--- config.mk ---
export PLATFORM = sky130hd
export DESIGN_NAME = flash_burst_ctrl_flat
export DESIGN_NICKNAME = d
export VERILOG_FILES = /design/src/rtl/flash_burst_ctrl_if.sv /design/src/rtl/flash_burst_ctrl.sv /design/src/flat_wrapper.sv
export SDC_FILE = /design/constraint.sdc
export NUM_CORES = 1
export LEC_CHECK = 0
export ABC_CLOCK_PERIOD_IN_PS = 6300
export CAP_MARGIN = 15
export CORE_MARGIN = 2
export CORE_UTILIZATION = 50
export DETAILED_ROUTE_END_ITERATION = 10
export PLACE_DENSITY = 0.74
export SETUP_SLACK_MARGIN = 0.15
export SLEW_MARGIN = 15
export SYNTH_ARGS = -nofsm -noshare
export SYNTH_HDL_FRONTEND = slang
export SYNTH_SLANG_ARGS = --single-unit
export TNS_END_PERCENT = 1
--- constraint.sdc ---
create_clock -name i_mclk -period 6.3 [get_ports i_mclk]
set_clock_uncertainty 0.1 [all_clocks]
set_input_delay 1.26 -clock i_mclk [delete_from_list [all_inputs] [get_ports i_mclk]]
set_output_delay 1.26 -clock i_mclk [all_outputs]
set_load 0.1 [all_outputs]
--- src/rtl/flash_burst_ctrl_if.sv ---
`default_nettype none
// +------------------------------------------------------------------------+
// | Module     : flash_burst_ctrl_if                                       |
// | Description: Request/response and flash pin bundle for the SPI NOR     |
// |              burst read engine. 'master' is the requester/flash side,  |
// |              'slave' is the engine itself.                             |
// | Revision   : 1.0 - initial release                                     |
// +------------------------------------------------------------------------+
interface flash_burst_ctrl_if #(
  parameter int ADDR_NBIT = 24,
  parameter int DATA_NBIT = 8,
  parameter int LEN_NBIT  = 8
);
  logic                 rd;
  logic [ADDR_NBIT-1:0] raddr;
  logic [LEN_NBIT-1:0]  rlen;
  logic                 rmode;
  logic                 busy;
  logic [DATA_NBIT-1:0] rdata;
  logic                 rdv;
  logic                 rdone;
  logic                 sclk;
  logic                 cs_n;
  logic                 sdi;
  logic                 sdo;
  logic                 wp;
  logic                 hold;

  modport master (
    output rd, raddr, rlen, rmode, sdi,
    input  busy, rdata, rdv, rdone, sclk, cs_n, sdo, wp, hold
  );

  modport slave (
    input  rd, raddr, rlen, rmode, sdi,
    output busy, rdata, rdv, rdone, sclk, cs_n, sdo, wp, hold
  );
endinterface
`default_nettype wire

--- src/rtl/flash_burst_ctrl.sv ---
`default_nettype none
// +------------------------------------------------------------------------+
// | Module     : flash_burst_ctrl                                          |
// | Description: SPI NOR (mode 0) burst read engine. One request streams   |
// |              rlen+1 words under a single cs_n window; rmode=1 reads    |
// |              the JEDEC ID (0x9F, no address phase).                    |
// |              Optional macro FLASH_FAST_READ_EN: opcode 0x0B plus 8     |
// |              dummy sclk periods between address and data.              |
// | Revision   : 1.0 - initial release                                     |
// +------------------------------------------------------------------------+
module flash_burst_ctrl #(
  parameter int SCLK_DIV  = 4,
  parameter int ADDR_NBIT = 24,
  parameter int DATA_NBIT = 8,
  parameter int LEN_NBIT  = 8
) (
  input  logic              i_mclk,
  input  logic              i_rst,
  flash_burst_ctrl_if.slave fbus
);

`ifdef FLASH_FAST_READ_EN
  typedef enum logic [2:0] {S_IDLE, S_INS, S_ADDR, S_DUMMY, S_DATA, S_GAP} state_t;
  localparam logic [7:0] c_op_read = 8'h0B;
`else
  typedef enum logic [2:0] {S_IDLE, S_INS, S_ADDR, S_DATA, S_GAP} state_t;
  localparam logic [7:0] c_op_read = 8'h03;
`endif
  localparam logic [7:0] c_op_jedec = 8'h9F;

  localparam int c_cnt_w  = $clog2(SCLK_DIV);
  localparam int c_bmax0  = (ADDR_NBIT > DATA_NBIT) ? ADDR_NBIT : DATA_NBIT;
  localparam int c_bmax   = (c_bmax0 > 8) ? c_bmax0 : 8;
  localparam int c_bcnt_w = $clog2(c_bmax + 1);
  localparam int c_tx_w   = 8 + ADDR_NBIT;

  localparam logic [c_cnt_w-1:0] c_cnt_last = c_cnt_w'(SCLK_DIV - 1);
  localparam logic [c_cnt_w-1:0] c_cnt_half = c_cnt_w'(SCLK_DIV / 2);

  state_t               r_state;
  state_t               w_state_nxt;
  logic [c_cnt_w-1:0]   r_sclk_cnt;
  logic [c_bcnt_w-1:0]  r_bcnt;
  logic [c_tx_w-1:0]    r_tx;
  logic [DATA_NBIT-2:0] r_rx;
  logic [LEN_NBIT-1:0]  r_wcnt;
  logic [LEN_NBIT-1:0]  r_len;
  logic                 r_mode;
  logic [DATA_NBIT-1:0] r_rdata;

  logic                 w_accept;
  logic                 w_tick;
  logic                 w_active;
  logic                 w_last_bit;
  logic                 w_rdv;
  logic                 w_rdone;
  logic [DATA_NBIT-1:0] w_word;

  assign w_accept = fbus.rd && (r_state == S_IDLE);
  assign w_tick   = (r_sclk_cnt == c_cnt_last);
`ifdef FLASH_FAST_READ_EN
  assign w_active = (r_state == S_INS) || (r_state == S_ADDR) ||
                    (r_state == S_DUMMY) || (r_state == S_DATA);
`else
  assign w_active = (r_state == S_INS) || (r_state == S_ADDR) || (r_state == S_DATA);
`endif

  // The final bit of a word is taken straight from sdi so the word is
  // presented in the very tick cycle that samples it.
  assign w_word  = {r_rx, fbus.sdi};
  assign w_rdv   = (r_state == S_DATA) && w_tick && w_last_bit;
  assign w_rdone = w_rdv && (r_wcnt == r_len);

  // The tx shifter holds opcode+address left-aligned and shifts in zeros,
  // so sdo is naturally 0 in the dummy and data phases.
  assign fbus.sdo   = r_tx[c_tx_w-1];
  assign fbus.sclk  = w_active && (r_sclk_cnt >= c_cnt_half);
  assign fbus.cs_n  = ~w_active;
  assign fbus.busy  = (r_state != S_IDLE);
  assign fbus.rdv   = w_rdv;
  assign fbus.rdone = w_rdone;
  assign fbus.rdata = w_rdv ? w_word : r_rdata;
  assign fbus.wp    = 1'b1;
  assign fbus.hold  = 1'b1;

  // State register.
  always_ff @(posedge i_mclk or posedge i_rst) begin
    if (i_rst) r_state <= S_IDLE;
    else       r_state <= w_state_nxt;
  end

  // Next-state decode and end-of-phase detection.
  always_comb begin
    w_state_nxt = r_state;
    w_last_bit  = 1'b0;
    case (r_state)
      S_IDLE: begin
        if (w_accept) w_state_nxt = S_INS;
      end
      S_INS: begin
        w_last_bit = (r_bcnt == c_bcnt_w'(7));
        if (w_tick && w_last_bit) w_state_nxt = r_mode ? S_DATA : S_ADDR;
      end
      S_ADDR: begin
        w_last_bit = (r_bcnt == c_bcnt_w'(ADDR_NBIT - 1));
`ifdef FLASH_FAST_READ_EN
        if (w_tick && w_last_bit) w_state_nxt = S_DUMMY;
`else
        if (w_tick && w_last_bit) w_state_nxt = S_DATA;
`endif
      end
`ifdef FLASH_FAST_READ_EN
      S_DUMMY: begin
        w_last_bit = (r_bcnt == c_bcnt_w'(7));
        if (w_tick && w_last_bit) w_state_nxt = S_DATA;
      end
`endif
      S_DATA: begin
        w_last_bit = (r_bcnt == c_bcnt_w'(DATA_NBIT - 1));
        if (w_rdone) w_state_nxt = S_GAP;
      end
      S_GAP: begin
        if (w_tick) w_state_nxt = S_IDLE;
      end
      default: w_state_nxt = S_IDLE;
    endcase
  end

  // sclk divider (parked in IDLE) and per-phase bit counter.
  always_ff @(posedge i_mclk or posedge i_rst) begin
    if (i_rst) begin
      r_sclk_cnt <= '0;
      r_bcnt     <= '0;
    end else begin
      if (r_state == S_IDLE || w_tick) r_sclk_cnt <= '0;
      else                             r_sclk_cnt <= r_sclk_cnt + c_cnt_w'(1);
      if (!w_active)                   r_bcnt <= '0;
      else if (w_tick)                 r_bcnt <= w_last_bit ? '0 : r_bcnt + c_bcnt_w'(1);
    end
  end

  // Request capture, tx/rx shifters, word counter and held read data.
  always_ff @(posedge i_mclk or posedge i_rst) begin
    if (i_rst) begin
      r_tx    <= '0;
      r_rx    <= '0;
      r_wcnt  <= '0;
      r_len   <= '0;
      r_mode  <= 1'b0;
      r_rdata <= '0;
    end else begin
      if (w_accept) begin
        r_tx   <= fbus.rmode ? {c_op_jedec, {ADDR_NBIT{1'b0}}} : {c_op_read, fbus.raddr};
        r_len  <= fbus.rlen;
        r_mode <= fbus.rmode;
        r_wcnt <= '0;
      end else begin
        if (w_tick && w_active)          r_tx   <= {r_tx[c_tx_w-2:0], 1'b0};
        if (w_tick && r_state == S_DATA) r_rx   <= w_word[DATA_NBIT-2:0];
        if (w_rdv)                       r_wcnt <= r_wcnt + LEN_NBIT'(1);
      end
      if (w_rdv) r_rdata <= w_word;
    end
  end

endmodule
`default_nettype wire
--- src/flat_wrapper.sv ---
// flat-port wrapper written by rule: the top's interface ports become plain ports
module flash_burst_ctrl_flat 
#(
  parameter int SCLK_DIV  = 4,
  parameter int ADDR_NBIT = 24,
  parameter int DATA_NBIT = 8,
  parameter int LEN_NBIT  = 8
)
  (i_mclk, i_rst, fbus_rd, fbus_raddr, fbus_rlen, fbus_rmode, fbus_sdi, fbus_busy, fbus_rdata, fbus_rdv, fbus_rdone, fbus_sclk, fbus_cs_n, fbus_sdo, fbus_wp, fbus_hold);
  flash_burst_ctrl_if #(.ADDR_NBIT(ADDR_NBIT), .DATA_NBIT(DATA_NBIT), .LEN_NBIT(LEN_NBIT)) fbus_i ();
  input  logic i_mclk;
  input  logic i_rst;
  input wire logic [$bits(fbus_i.rd)-1:0] fbus_rd;
  input wire logic [$bits(fbus_i.raddr)-1:0] fbus_raddr;
  input wire logic [$bits(fbus_i.rlen)-1:0] fbus_rlen;
  input wire logic [$bits(fbus_i.rmode)-1:0] fbus_rmode;
  input wire logic [$bits(fbus_i.sdi)-1:0] fbus_sdi;
  output wire logic [$bits(fbus_i.busy)-1:0] fbus_busy;
  output wire logic [$bits(fbus_i.rdata)-1:0] fbus_rdata;
  output wire logic [$bits(fbus_i.rdv)-1:0] fbus_rdv;
  output wire logic [$bits(fbus_i.rdone)-1:0] fbus_rdone;
  output wire logic [$bits(fbus_i.sclk)-1:0] fbus_sclk;
  output wire logic [$bits(fbus_i.cs_n)-1:0] fbus_cs_n;
  output wire logic [$bits(fbus_i.sdo)-1:0] fbus_sdo;
  output wire logic [$bits(fbus_i.wp)-1:0] fbus_wp;
  output wire logic [$bits(fbus_i.hold)-1:0] fbus_hold;
  assign fbus_i.rd = fbus_rd;
  assign fbus_i.raddr = fbus_raddr;
  assign fbus_i.rlen = fbus_rlen;
  assign fbus_i.rmode = fbus_rmode;
  assign fbus_i.sdi = fbus_sdi;
  assign fbus_busy = fbus_i.busy;
  assign fbus_rdata = fbus_i.rdata;
  assign fbus_rdv = fbus_i.rdv;
  assign fbus_rdone = fbus_i.rdone;
  assign fbus_sclk = fbus_i.sclk;
  assign fbus_cs_n = fbus_i.cs_n;
  assign fbus_sdo = fbus_i.sdo;
  assign fbus_wp = fbus_i.wp;
  assign fbus_hold = fbus_i.hold;
  flash_burst_ctrl #(.SCLK_DIV(SCLK_DIV), .ADDR_NBIT(ADDR_NBIT), .DATA_NBIT(DATA_NBIT), .LEN_NBIT(LEN_NBIT)) u_core (.i_mclk(i_mclk), .i_rst(i_rst), .fbus(fbus_i));
endmodule
==> results.json, run 1 <==
{
  "drc_errors": 0,
  "cts_buffers": 9,
  "worst-setup-path-type": "reg2out",
  "synth.top_cell.area_share_pct": 50.29,
  "synth_warnings": 0,
  "setup_slack_ns": 1.496,
  "synthTopCellsByCount": "dfrtp_1, nand2_1, mux2i_1, nand3b_1, o21ai_0",
  "dpl_worst_slack_ns": 1.883,
  "root_buffer": "clkbuf_8",
  "worst-r2r-cell-count": 3,
  "antenna_left": 0,
  "drt-initial-drc-count": 102,
  "drt_wl_total_um": 6374,
  "nets": 428,
  "whs_path_depth": 1,
  "path_max_fanout": 14,
  "io_pins": 53,
  "grtUsageTotal_pct": 17.09,
  "pwr_density_cell_nw_per_um2": 212.7,
  "clock.fmax_mhz": 208.1,
  "die_x_um": 89.82,
  "place_congestion": 0.8189,
  "insertion_delay_ns": 0.34,
  "max_slew.worst_pin.slew_ns": 1.012,
  "syn_inst": 347,
  "status": "completed",
  "cap_violations": 0,
  "grt_setup_unrepaired": "false",
  "clkTransAtPathRegs_ns": 0.08,
  "core_area_sq_um": 7176,
  "die_area_sq_um": 8067,
  "grt_pass1_wl_um": 11210,
  "ctsLongestPathBuffers": 2,
  "synth_ff_type": "dfrtp_1",
  "overflow": 0,
  "dpl.hpwl_um": 4284,
  "end_kind": "output port",
  "diodes": 0,
  "dr.pass1.iters": 4,
  "worst_ep_required_time_ns": 4.94,
  "cp-start-kind": "flop",
  "synth_top_cell_by_area": "dfrtp_1",
  "r2r-end": "u_core.r_tx[2]",
  "cts_tree": "built",
  "total_power_mw": 0.9338,
  "async_flop_share_pct": 100.0,
  "cts_resized": 0,
  "max-slew-margin-rel_pct": 32.53,
  "r2r-start": "u_core.r_state[1]",
  "crit_arrival_ns": 3.44,
  "start_util_pct": 51.32,
  "num_rows": 31,
  "cts.hold.buffers_added": 0,
  "synth.area.top_cells": "dfrtp_1, mux2i_1, nand2_1",
  "setup_tns_ns": 0,
  "ys_seq_elements": 74,
  "leakage_nw": 2.032,
  "grt_max_degree": 75,
  "ir_worst_vdd_mv": 0.1249,
  "antenna_found_initial": 0,
  "hold_violations": 0,
  "slew_viol_final": 0,
  "post_synth.cell_area_avg_sq_um": 10.61,
  "grt_pass1_vias": 2488,
  "ctsHtreeMaxLevel": 3,
  "hp-class": "reg2reg",
  "num_vias": 2518,
  "synth_edf_count": 0,
  "viasPerCell": 5.139,
  "holdCritStartpoint": "u_core.r_sclk_cnt[0]",
  "yosysSeqAreaShare_pct": 50.29,
  "period_share_pct": 76.26,
  "yosysUniqueCellTypes": 44,
  "drive_gt1_share_pct": 8.951,
  "dieHeight_um": 89.82,
  "min_to": "u_core.r_sclk_cnt[0]",
  "fin_crit_ns": 4.804,
  "clock_sinks": 74,
  "final-setup-viol-count": 0,
  "synthToLayoutAreaGrowth_pct": 19.23,
  "routedWlPerCell_um": 13.01,
  "syn_area_sq_um": 3682,
  "worst-r2r-setup-slack_ns": 3.99,
  "post_cts_buffers": 0,
  "place.port_buffers": 50,
  "yosysMostFrequentCell": "dfrtp_1"
}
critical path, stage by stage, from the launching register on:
cell             delay (ns)
dfrtp_1                0.38
ha_1                   0.52
nand4b_4               0.35
or2_4                  0.42
nor3_4                 0.26
clkdlybuf4s50_1        1.17
metal layers:
metal	track usage, %	vias to the layer above	part of all wire [%]
met2	28.41	61	46
met5	0	-	0
met4	7.821	0	2.1
met3	4.778	11	4.9
li1	-	1276	-
met1	20.78	1170	47
logic make-up (layout without fill, tap and decap cells):
group / after synthesis / after routing / share of synthesized area (%)
other cells: 1 / 2 / 0.1018
simple gates: 135 / 135 / 19.98
compound gates: 46 / 46 / 8.053
fa+ha+maj: 4 / 4 / 1.359
flops: 74 / 74 / 50.29
mux: 40 / 40 / 11.15
xor+xnor: 15 / 15 / 3.568
buf+inv: 32 / 75 / 5.505
worst max-delay path by stage:
stage | depth (start not counted) | startpoint | end | slack [ns]
6_report | 5 | u_core.r_sclk_cnt[1] | fbus_rdone | 1.50
5_1_grt | 5 | u_core.r_sclk_cnt[1] | fbus_rdone | 1.30
3_3_place_gp | 5 | u_core.r_sclk_cnt[1] | fbus_rdone | 1.94
3_5_place_dp | 5 | u_core.r_sclk_cnt[1] | fbus_rdone | 1.88
4_1_cts | 5 | u_core.r_sclk_cnt[1] | fbus_rdone | 1.48
2_1_floorplan | 3 | u_core.r_state[1] | fbus_sclk | 0.71
report_power, final:
| part | internal [mW] | total [mW] | switching (mW) |
|---|---|---|---|
| clock | 0.243 | 0.417 | 0.174 |
| combinational | 0.0224 | 0.0413 | 0.0189 |
| sequential | 0.475 | 0.475 | 0.000206 |
area by class of cell:
type	count	area, sq um
clock buffer	11	151.4
clock inverter	4	73.82
fill	589	2785
inverter	8	32.53
multi-input combinational	242	1642
sequential	74	1852
tap	99	123.9
timing repair buffer	52	515.5
registers in the layout, indices dropped and copies added, names as in the netlist:
name / flops
u_core.r_tx: 32
u_core.r_len: 8
u_core.r_rdata: 8
u_core.r_wcnt: 8
u_core.r_rx: 7
u_core.r_bcnt: 5
u_core.r_state: 3
u_core.r_sclk_cnt: 2
u_core.r_mode: 1
placed cells by master (no fill, tap or decap), types with 8 or more instances in the layout:
cell type	netlist	final
dfrtp_1	74	74
xnor2_1	15	15
nand3b_1	25	25
o21ai_0	24	24
mux2_2	8	8
nand2_1	62	62
clkbuf_8	0	11
nor2_1	16	16
clkdlybuf4s50_1	0	50
mux2i_1	32	32
metrics by stage:
stage / util, % / hold slack (ns) / cells / cell area [sq um]
after floorplan: - / 0.3375 / 348 / 3686
after global placement: 58.05 / 0.3457 / 475 / 4165
after detailed placement: 58.05 / 0.3610 / 475 / 4165
after CTS: 61.19 / 0.3707 / 490 / 4390
after global routing: 61.19 / 0.3958 / 490 / 4390
final: 61.19 / 0.3678 / 490 / 4390
(Power assumes the default switching activity.)
==> run 2: changes to the inputs <==
--- a/config.mk
+++ b/config.mk
@@ -5,12 +5,12 @@
 export SDC_FILE = /design/constraint.sdc
 export NUM_CORES = 1
 export LEC_CHECK = 0
-export ABC_CLOCK_PERIOD_IN_PS = 6300
+export ABC_CLOCK_PERIOD_IN_PS = 4050
 export CAP_MARGIN = 15
 export CORE_MARGIN = 2
-export CORE_UTILIZATION = 50
+export CORE_UTILIZATION = 49
 export DETAILED_ROUTE_END_ITERATION = 10
-export PLACE_DENSITY = 0.74
+export PLACE_DENSITY = 0.76
 export SETUP_SLACK_MARGIN = 0.15
 export SLEW_MARGIN = 15
 export SYNTH_ARGS = -nofsm -noshare
==> constraint.sdc (replaced) <==
create_clock -name i_mclk -period 4.05 [get_ports i_mclk]
set_clock_uncertainty 0.1 [all_clocks]
set_input_delay 0.81 -clock i_mclk [delete_from_list [all_inputs] [get_ports i_mclk]]
set_output_delay 0.81 -clock i_mclk [all_outputs]
set_load 0.1 [all_outputs]
==> run 2 against run 1 <==
Effect of this change: final cell count is 0.20% higher; design area decreased by 0.28%; critical path depth unchanged; hold slack improved by 0.0091 ns; power up 60%; count of clock-buffer cells in the layout shrank 2; routed wire length grew 4.7%; via count rose by 1.4%; flip-flop and latch count did not move; core utilization down 0.83 points; critical endpoint unchanged.
==> results.json, run 2 (synthesized netlist as in run 1, its figures left out) <==
{
  "status": "completed",
  "hold_violations": 0,
  "grt_max_degree": 75,
  "slowest_delay_ns": 0.50,
  "hp-class": "reg2reg",
  "diodes": 0,
  "leakage_nw": 2.063,
  "setup_tns_ns": 0,
  "r2r-start": "u_core.r_state[1]",
  "overflow": 0,
  "clkTransAtPathRegs_ns": 0.08,
  "worst-setup-path-type": "reg2out",
  "io_pins": 53,
  "drt-initial-drc-count": 133,
  "dpl.cell_count": 475,
  "worst_ep_required_time_ns": 3.14,
  "fin_area_sq_um": 4378,
  "grtUsageTotal_pct": 17.35,
  "core_area_sq_um": 7253,
  "place_congestion": 0.8355,
  "dieHeight_um": 90.69,
  "cts.hold.buffers_added": 0,
  "pwr_density_cell_nw_per_um2": 340.8,
  "holdCritStartpoint": "u_core.r_sclk_cnt[0]",
  "root_buffer": "clkbuf_8",
  "cp_cell_sequence": "ha_1, nand4b_4, or2_4, nor3_4, buf_4",
  "drc_errors": 0,
  "placed_area_sq_um": 4136,
  "nets": 428,
  "insertion_delay_ns": 0.35,
  "antenna_left": 0,
  "antenna_found_initial": 0,
  "met3_usage_pct": 3.840,
  "crit_arrival_ns": 2.60,
  "max_slew.worst_pin.slew_ns": 1.014,
  "slew_viol_final": 0,
  "synthToLayoutAreaGrowth_pct": 18.89,
  "post-route-util_pct": 60.36,
  "viasPerCell": 5.202,
  "cp.buffers_inverters": 1,
  "num_rows": 31,
  "ctsLongestPathBuffers": 2,
  "worst-r2r-setup-slack_ns": 1.74,
  "end_kind": "output port",
  "regMostFlops": "u_core.r_tx",
  "grt_use_met1_pct": 24.03,
  "worst-r2r-cell-count": 3,
  "grt_pass1_vias": 2591,
  "dpl.hpwl_um": 4417,
  "die_area_sq_um": 8225,
  "dr.pass1.iters": 4,
  "clock.fmax_mhz": 284.6,
  "max-slew-margin-rel_pct": 32.37,
  "cp-start-kind": "flop",
  "start_util_pct": 50.77,
  "crit_family": "simple AND/OR/NAND/NOR gates",
  "slowest_stage": "ha_1",
  "cts_resized": 0,
  "ctsHtreeMaxLevel": 3,
  "min_to": "u_core.r_sclk_cnt[0]",
  "drive_gt1_share_pct": 12.76,
  "instances_no_fill": 491,
  "grt_pass1_wl_um": 11630,
  "cts_tree": "built",
  "ir_worst_vdd_mv": 0.2051,
  "top_usage_layer": "met2",
  "grt_setup_unrepaired": "false",
  "num_vias": 2554,
  "routedWlPerCell_um": 13.60,
  "post_cts_buffers": 0,
  "drt_wl_total_um": 6676,
  "clock_sinks": 74,
  "path_max_fanout": 14,
  "final_cell_mix": "dfrtp_1, nand2_1, clkdlybuf4s50_1",
  "fin_crit_ns": 3.513,
  "grt_util_met2_pct": 26.87,
  "cap_violations": 0,
  "final_common_cell": "dfrtp_1",
  "r2r-end": "u_core.r_tx[16]",
  "whs_path_depth": 1,
  "final-setup-viol-count": 0,
  "period_share_pct": 86.75,
  "place.port_buffers": 50,
  "die_x_um": 90.69,
  "largest_reg_flops": 32,
  "cts_buffers": 9
}
[run 2: cell count changes in the layout (fill, tap and decap cells not counted), sizes merged]
cell	before	now
clkbuf	11	9
clkinv	1	4
bufinv	2	3
clkdlybuf4s50	50	37
buf	2	15
inv	9	8
[run 2: how the worst max path moves through the flow]
stage	start	endpoint	cells after the start
2_1_floorplan	u_core.r_state[2]	fbus_sclk	4
3_3_place_gp	u_core.r_sclk_cnt[1]	fbus_rdone	5
3_5_place_dp	u_core.r_sclk_cnt[1]	fbus_rdone	5
4_1_cts	u_core.r_sclk_cnt[1]	fbus_rdone	5
5_1_grt	u_core.r_sclk_cnt[1]	fbus_rdone	5
6_report	u_core.r_sclk_cnt[0]	fbus_rdone	5
[run 2: metal layers]
metal,vias up,wire (um)
li1,1284,-
met1,1222,3216
met2,40,3148
met3,8,224
met4,0,87
met5,-,0
[run 2: stage by stage]
step / power [mW] / worst slack, ns / hold WS [ns]
after global placement: 0.8201 / 0.9741 / 0.3465
after floorplan: 0.7796 / 0.6981 / 0.3375
final: 1.492 / 0.5368 / 0.3769
after detailed placement: 0.8205 / 0.8824 / 0.3582
after CTS: 1.503 / 0.5047 / 0.3730
after global routing: 1.542 / 0.3324 / 0.3998
[run 2: where the power goes]
part           internal (mW)  leakage [nW]  switching [mW]
registers              0.739         0.871        0.000330
logic                 0.0349          1.07          0.0305
clock network          0.409         0.123           0.278
total                   1.18          2.06           0.309
[run 2: final cells by class]
type                    count  area (sq um)
clock buffers               9         123.9
clock inverters             7         117.6
fillers                   612          2875
inverters                   8         32.53
multi-input cells         242          1645
flip-flops and latches     74          1852
well taps                  99         123.9
repair buffers             52         483.0
